==> config.mk <==
export PLATFORM = sky130hd
export DESIGN_NAME = controlador_memoria
export DESIGN_NICKNAME = d
export VERILOG_FILES = /design/src/rtl/controlador_memoria.sv
export SDC_FILE = /design/constraint.sdc
export NUM_CORES = 1
export LEC_CHECK = 0
export CAP_MARGIN = 15
export CORE_ASPECT_RATIO = 0.75
export CORE_MARGIN = 2
export CORE_UTILIZATION = 42
export DETAILED_ROUTE_END_ITERATION = 16
export PLACE_DENSITY = 0.83
export SETUP_SLACK_MARGIN = 0.02
export SYNTH_ARGS = -nofsm -noshare
export SYNTH_HDL_FRONTEND = slang
export SYNTH_SLANG_ARGS = --single-unit
==> constraint.sdc <==
create_clock -name clock -period 1.7 [get_ports clock]
set_input_delay 0.34 -clock clock [delete_from_list [all_inputs] [get_ports clock]]
set_output_delay 0.34 -clock clock [all_outputs]
set_load 0.03 [all_outputs]
==> src/rtl/controlador_memoria.sv <==
`timescale 1ns/1ps
`default_nettype none
// ============================================================================
//  Module      : controlador_memoria
//  Description : Burst load/store initiator for a single-port data memory
//                bank, with registered strobes, address and write data.
//  Revision    : 1.0 - initial release
// ============================================================================
module controlador_memoria #(
    parameter int ADDR_W = 8,
    parameter int DATA_W = 8,
    parameter int LEN_W  = 4
) (
    input  logic              clock,
    input  logic              reset_n,
    input  logic              cmd_valid,
    output logic              cmd_ready,
    input  logic              cmd_write,
    input  logic [ADDR_W-1:0] cmd_addr,
    input  logic [LEN_W-1:0]  cmd_len,
    input  logic              wr_valid,
    output logic              wr_ready,
    input  logic [DATA_W-1:0] wr_data,
    output logic              rd_valid,
    output logic [DATA_W-1:0] rd_data,
    output logic              rd_last,
    output logic              busy,
    output logic              EscreveMemoria,
    output logic              LeMemoria,
    output logic [ADDR_W-1:0] Endereco,
    output logic [DATA_W-1:0] DadoSalvo,
    input  logic [DATA_W-1:0] DadoCarregado
);

    typedef enum logic [1:0] {
        OCIOSO  = 2'd0,
        ESCRITA = 2'd1,
        LEITURA = 2'd2
    } estado_t;

    estado_t           state_q, state_d;
    logic              armed_q;
    logic [ADDR_W-1:0] ptr_q, ptr_d;
    logic [LEN_W-1:0]  cnt_q, cnt_d;
    logic              we_q, we_d;
    logic              re_q, re_d;
    logic              last_q, last_d;
    logic [ADDR_W-1:0] addr_q, addr_d;
    logic [DATA_W-1:0] wdata_q, wdata_d;
    logic              rd_valid_q, rd_valid_d;
    logic              rd_last_q, rd_last_d;
    logic [DATA_W-1:0] rd_data_q, rd_data_d;

    // armed_q keeps cmd_ready low until the first edge after reset release
    always_ff @(posedge clock or negedge reset_n) begin
        if (!reset_n) begin
            state_q    <= OCIOSO;
            armed_q    <= 1'b0;
            ptr_q      <= '0;
            cnt_q      <= '0;
            we_q       <= 1'b0;
            re_q       <= 1'b0;
            last_q     <= 1'b0;
            addr_q     <= '0;
            wdata_q    <= '0;
            rd_valid_q <= 1'b0;
            rd_last_q  <= 1'b0;
            rd_data_q  <= '0;
        end else begin
            state_q    <= state_d;
            armed_q    <= 1'b1;
            ptr_q      <= ptr_d;
            cnt_q      <= cnt_d;
            we_q       <= we_d;
            re_q       <= re_d;
            last_q     <= last_d;
            addr_q     <= addr_d;
            wdata_q    <= wdata_d;
            rd_valid_q <= rd_valid_d;
            rd_last_q  <= rd_last_d;
            rd_data_q  <= rd_data_d;
        end
    end

    always_comb begin
        state_d    = state_q;
        ptr_d      = ptr_q;
        cnt_d      = cnt_q;
        we_d       = 1'b0;
        re_d       = 1'b0;
        last_d     = last_q;
        addr_d     = addr_q;
        wdata_d    = wdata_q;
        rd_valid_d = re_q;
        rd_last_d  = re_q && last_q;
        rd_data_d  = re_q ? DadoCarregado : rd_data_q;

        case (state_q)
            OCIOSO: begin
                if (cmd_valid && armed_q) begin
                    ptr_d   = cmd_addr;
                    cnt_d   = cmd_len;
                    state_d = cmd_write ? ESCRITA : LEITURA;
                end
            end
            ESCRITA: begin
                if (wr_valid) begin
                    we_d    = 1'b1;
                    addr_d  = ptr_q;
                    wdata_d = wr_data;
                    ptr_d   = ptr_q + ADDR_W'(1);
                    cnt_d   = cnt_q - LEN_W'(1);
                    if (cnt_q == '0) begin
                        state_d = OCIOSO;
                    end
                end
            end
            LEITURA: begin
                // Stay one extra cycle after the final issue so the last
                // rd_valid lands in the first idle cycle.
                if (re_q && last_q) begin
                    state_d = OCIOSO;
                end else begin
                    re_d   = 1'b1;
                    addr_d = ptr_q;
                    ptr_d  = ptr_q + ADDR_W'(1);
                    cnt_d  = cnt_q - LEN_W'(1);
                    last_d = (cnt_q == '0);
                end
            end
            default: begin
                state_d = OCIOSO;
            end
        endcase
    end

    assign cmd_ready      = armed_q && (state_q == OCIOSO);
    assign wr_ready       = (state_q == ESCRITA);
    assign busy           = (state_q != OCIOSO) || we_q || re_q;
    assign EscreveMemoria = we_q;
    assign LeMemoria      = re_q;
    assign Endereco       = addr_q;
    assign DadoSalvo      = wdata_q;
    assign rd_valid       = rd_valid_q;
    assign rd_last        = rd_last_q;
    assign rd_data        = rd_data_q;

endmodule
`default_nettype wire
* After elaboration in Yosys (flattened, before gate mapping)
Index checks and enable logic that the tools add are counted.
Storage, ports and cells: register bits 44, logic and storage cells 58, output and inout port bits 31
Cells by class: bitwise logic cells 1, $add $sub $neg 2, reduce and logical (&&, ||, !) cells 15, equality and inequality tests 7, mux-type cells 21
Operator list (number):
- 2-to-1 mux 8 bit | 5
- one-hot mux 8 bit (3 select lines) | 1
- one-hot mux 8 bit (2 select lines) | 1
- 2-to-1 mux 4 bit | 3
- one-hot mux 4 bit (3 select lines) | 1
- 2-to-1 mux 2 bit | 5
- adder 8 x 1 -> 8 bit, second input constant | 1
- inequality test 2 bit, second input constant | 4
- AND reduction 4 bit | 2
- one-hot mux 2 bit (3 select lines) | 1
- zero test 4 bit | 1
- 2-to-1 mux 1 bit | 4
- AND reduction 2 bit | 2
- nonzero test 2 bit | 2
- subtractor 4 x 1 -> 4 bit, second input constant | 1
- logical AND 1 bit | 3
- AND reduction 3 bit | 1
- nonzero test 3 bit | 1
- == test 2 x 1 -> 1 bit, second input constant | 1
- == test 2 bit, second input constant | 1
- zero test 2 bit | 1
- logical OR 1 bit | 2
- inequality test 2 x 1 -> 1 bit, second input constant | 1
- NOT 1 bit | 1

* Logic depth before layout (Yosys ltp)
word-level depth 4, gate-level depth with buffers 7, depth with buffers taken out 6

* Worst setup path before layout
OpenSTA, ideal clock, no wires.
kind register to register, from register state_q[1], to register cnt_q[0], arrival 1.817 ns, clock period less this slack 1.944 ns, stages on the path, launching flop included 8, setup slack -0.244 ns, cell sequence dfrtp_1 -> inv_1 -> ha_1 -> nor2b_1 -> or4_4 -> buf_6 -> a21oi_1 -> mux2i_1
Between the ends: longest elaborated chain between the ends 3, elaborated cells on any way between the ends 9, classes of those cells 5 x eq/ne; 1 x mux; 3 x reduce/logical
Ends and longest elaborated chain:
- from (decl) | RTL line 41 | estado_t state_q, state_d;
- from (signal assigned) | RTL line 70 | state_q <= state_d;
- == test 2 x 1 -> 1 bit (*)
- via wr_ready | RTL line 22 | output logic wr_ready,
- inequality test 2 bit (no line) / nonzero test 3 bit (equally long branches)
- AND reduction 4 bit (no line)
- to (signal assigned) | RTL line 73 | cnt_q <= cnt_d;
- to (decl) | RTL line 44 | logic [LEN_W-1:0] cnt_q, cnt_d;
Mark *: on every way through the listed nets, which the timed path passes. The rest lies on a longest branch. A chain may end at the register's enable or synchronous reset.

* Worst setup path in the final report
from register state_q[0], to register ptr_q[5]
Between the ends: longest elaborated chain between the ends 3, elaborated cells on any way between the ends 9, classes of those cells 5 x eq/ne; 1 x mux; 3 x reduce/logical
Ends and longest elaborated chain:
- == test 2 bit, or another cell as far along | RTL line 98 | case (state_q)
- inequality test 2 bit (no line) / nonzero test 3 bit (equally long branches)
- AND reduction 4 bit (no line)
- to (signal assigned) | RTL line 72 | ptr_q <= ptr_d;
- to (decl) | RTL line 43 | logic [ADDR_W-1:0] ptr_q, ptr_d;
Parallel ways exist; a longest one is shown, timed or not.

==> reports/qor.csv <==
stage,metric,value,unit
synthesis,commonest register cell after synthesis,dfrtp_1,
cells_and_area,Area Growth Syn to Fin,59.1,%
placement,# port buffers,63,
placement,DP HPWL,3320,um
cells_and_area,fraction of layout cells with a size suffix above 1,33.6,%
cells_and_area,Filler Cells Inserted,335,
worst_setup_path,RR Endpoint,ptr_q[5],
floorplan,die width,84.5,um
timing,final worst slack,-68.6,ps
synthesis,register bit total from synthesis,44,
power_and_ir_drop,Switching Share,41.7,%
routing,WL/cell,15.4,um
routing,drt pass-1 iters,4,
worst_setup_path,worst path buffer plus inverter count,1,
synthesis,mapped cell area,2040,sq um
power_and_ir_drop,Pwr Total,0.00682,W
power_and_ir_drop,Lkg Pwr,1.56,nW
cells_and_area,post-layout instance area,3240,sq um
synthesis,mean area per synthesized cell,12.0,sq um
routing,vias after detailed routing,1639,
cells_and_area,ANT cells,0,
placement,routability congestion estimate,0.778,
cells_and_area,"commonest non-fill, non-tap cell in the layout",dfrtp_1,
grt,number of global-route vias before repair,1650,
floorplan,CORE AREA,4570,sq um
job,MaxCap Viol Count,0,
grt,"Remaining Overflow, GRT",0,
clock_network,TritonCTS Buffers,5,
placement,DP Area,2890,sq um
synthesis,Post-Syn Instances,170,
grt,largest net degree at the start of global routing,31,
power_and_ir_drop,VDD IR max,0.00117,V
worst_setup_path,Crit. End Element,flip-flop,
status,failing checks,setup timing,
worst_setup_path,kind of critical path,reg2reg,
synthesis,share of the synthesized area in the top cell type,54.0,%
power_and_ir_drop,Logic pwr share,61.4,%
synthesis,post-synthesis async set-or-reset flop share,100,%
grt,antenna violations before repair,0,
synthesis,adder-cell share of the synthesized area,4.29,%
synthesis,Synth Area in Compound Gates,9.69,%
worst_setup_path,Levels on crit path,6,
routing,starting DRC count in detailed routing,42,
worst_setup_path,"CP delay by family, top",simple AND/OR/NAND/NOR gates,
timing,Setup Skew,8.46,ps
timing,fmax,565,MHz
timing,Final setup viols,19,
synthesis,simple-gate share of the synthesized area,14.0,%
cells_and_area,post-layout util,71.0,%
worst_setup_path,Crit path largest cell delay,580,ps
timing,setup TNS,-485,ps
timing,post-layout min period,1770,ps
synthesis,sequential fraction of the synthesis area,54.0,%
cells_and_area,most frequent cells in the layout,"dfrtp_1 (42), clkdlybuf4s50_1 (34), dlymetal6s2s_1 (20), buf_4 (20), mux2_2 (17)",
timing,final worst-path cycle share,104,%
synthesis,Ys Warns,0,
worst_setup_path,CP required,1940,ps
power_and_ir_drop,pwr dens,2100,nW/um^2
clock_network,"Reg clk slew, reported paths",80,ps
status,outcome,"finished, violations left",
power_and_ir_drop,Pint,0.00398,W
timing,"Hold Vio Cnt, Final",0,
clock_network,clk sinks,44,
cells_and_area,nets@finish,301,
synthesis,Post-synth EDFFs,0,
cells_and_area,Final Non-Filler Cells,319,
worst_setup_path,"Critical Path, Cell by Cell",inv_4 > ha_4 > and3_4 > or4_4 > a21oi_4 > a2bb2oi_2,
clock_network,clk_lat worst skew,300,ps
floorplan,Initial Util,44.6,%
synthesis,mux contribution to synthesized area,15.2,%
synthesis,Post-Syn Nets,210,
synthesis,largest family of logic cells by synthesized area,multiplexers,
power_and_ir_drop,Flop pwr share,28.6,%
clock_network,CTS tree,yes,
floorplan,Die Ht,64.4,um
synthesis,Synth Area in XOR/XNOR,0,%
grt,GRT Total Usage,18.6,%
min_path,Hold Crit Class,in2async,
grt,global-route wire length before repair,7920,um
power_and_ir_drop,Clk pwr share,10.0,%
synthesis,post-synth cell types,37,
worst_setup_path,"Max stage delay cell, worst path",or4_4,
power_and_ir_drop,Sw Pwr,0.00284,W
worst_setup_path,"setup slack, reg-to-reg",-70,ps
clock_network,number of H-tree levels,2,
worst_setup_path,reg2reg start,state_q[0],
clock_network,Clock Root Buffer,clkbuf_8,
routing,DR vias/cell,5.14,
routing,residual DRC count,0,
synthesis,top post-synthesis cells by area,"dfrtp_1 (54%), mux2_2 (13%), ha_1 (4.3%), nand2_1 (3.1%), a21oi_1 (2.5%)",
placement,Placed Instances,300,
timing,RSZ-0062 raised after global routing,true,
worst_setup_path,Worst Reg-to-Reg Cells,6,
synthesis,Synth area leader,dfrtp_1,
floorplan,I/O Pins,64,
clock_network,clk buf depth,2,
timing,final count of pins violating max slew,0,
worst_setup_path,CP Capture Point,ptr_q[5],
floorplan,Die ar.,5440,sq um
floorplan,Rows,21,
worst_setup_path,Critical path origin,state_q[0],
routing,Post-DRT Antenna Nets,0,
worst_setup_path,Critical Path AT,2010,ps
routing,Routed WL,4920,um
worst_setup_path,CP Max Fanout,5,
worst_setup_path,Startpoint Class,flip-flop,
power groups by stage:
| stage | Sequential, W | Clock [W] | Combinational [W] |
|---|---|---|---|
| 2_1_floorplan | 0.00252 | 0 | 0.00174 |
| 3_3_place_gp | 0.00191 | 0 | 0.00366 |
| 3_5_place_dp | 0.00193 | 0 | 0.00376 |
| 4_1_cts | 0.00192 | 0.000700 | 0.00391 |
| 5_1_grt | 0.00203 | 0.000743 | 0.00450 |
| 6_report | 0.00195 | 0.000679 | 0.00419 |
worst min path at each step:
stage	from	to	slack (ps)	depth (start not counted)
after global placement	reset_n	rd_data[5]	280	1
after CTS	reset_n	rd_data[5]	490	2
after global routing	reset_n	rd_data[5]	510	2
after floorplan	reset_n	DadoSalvo[0]	40	0
after detailed placement	reset_n	rd_data[5]	280	1
final	reset_n	rd_data[5]	480	2
metal layers:
layer	GRT usage, %	wire length, um
met5	0	0
met4	5.36	57
met3	6.33	301
met2	28.3	2250
met1	25.4	2310
Yosys cell counts (all sizes together) (4+ instances only):
cell	number
nand3	7
o21ai	7
dfrtp	44
nand2	17
inv	7
ha	7
a21oi	11
mux2	24
mux2i	4
nor2	5
sequential cells by signal, indices dropped and copies added, names as in the netlist, 2 cells and up:
| name | flops |
|---|---|
| DadoSalvo | 8 |
| Endereco | 8 |
| ptr_q | 8 |
| rd_data | 8 |
| cnt_q | 4 |
| state_q | 2 |
logic make-up (layout without fill, tap and decap cells):
logic type      after synthesis  after routing
simple gates                 49             50
buf+inv                      12            103
flops                        44             44
fa+ha+maj                     7              7
other cells                   1              1
mux                          28             28
compound gates               29             29
cell type report:
cell class | count | area (sq um) | area share [%]
inverter | 7 | 31.3 | 0.964
timing repair buffer | 88 | 907 | 28.0
sequential | 44 | 1100 | 34.0
clock buffer | 8 | 90.1 | 2.78
multi-input combinational | 115 | 1040 | 32.1
tap | 57 | 71.3 | 2.20
stage by stage:
stage,setup slack [ps],hold slack [ps]
after global placement,-167,276
after global routing,-131,514
after detailed placement,-213,281
after floorplan,-61.7,44.4
after CTS,-46.8,489
final,-68.6,479
repair_timing:
action	in CTS	in global routing
hold endpoints to repair	14	0
setup endpoints to repair	27	46
pin swaps	3	6
hold buffers	1	0
gates resized for setup	14	46
gates cloned	1	0
buffers inserted	4	5
No activity file was read; power rests on OpenSTA's default activity.
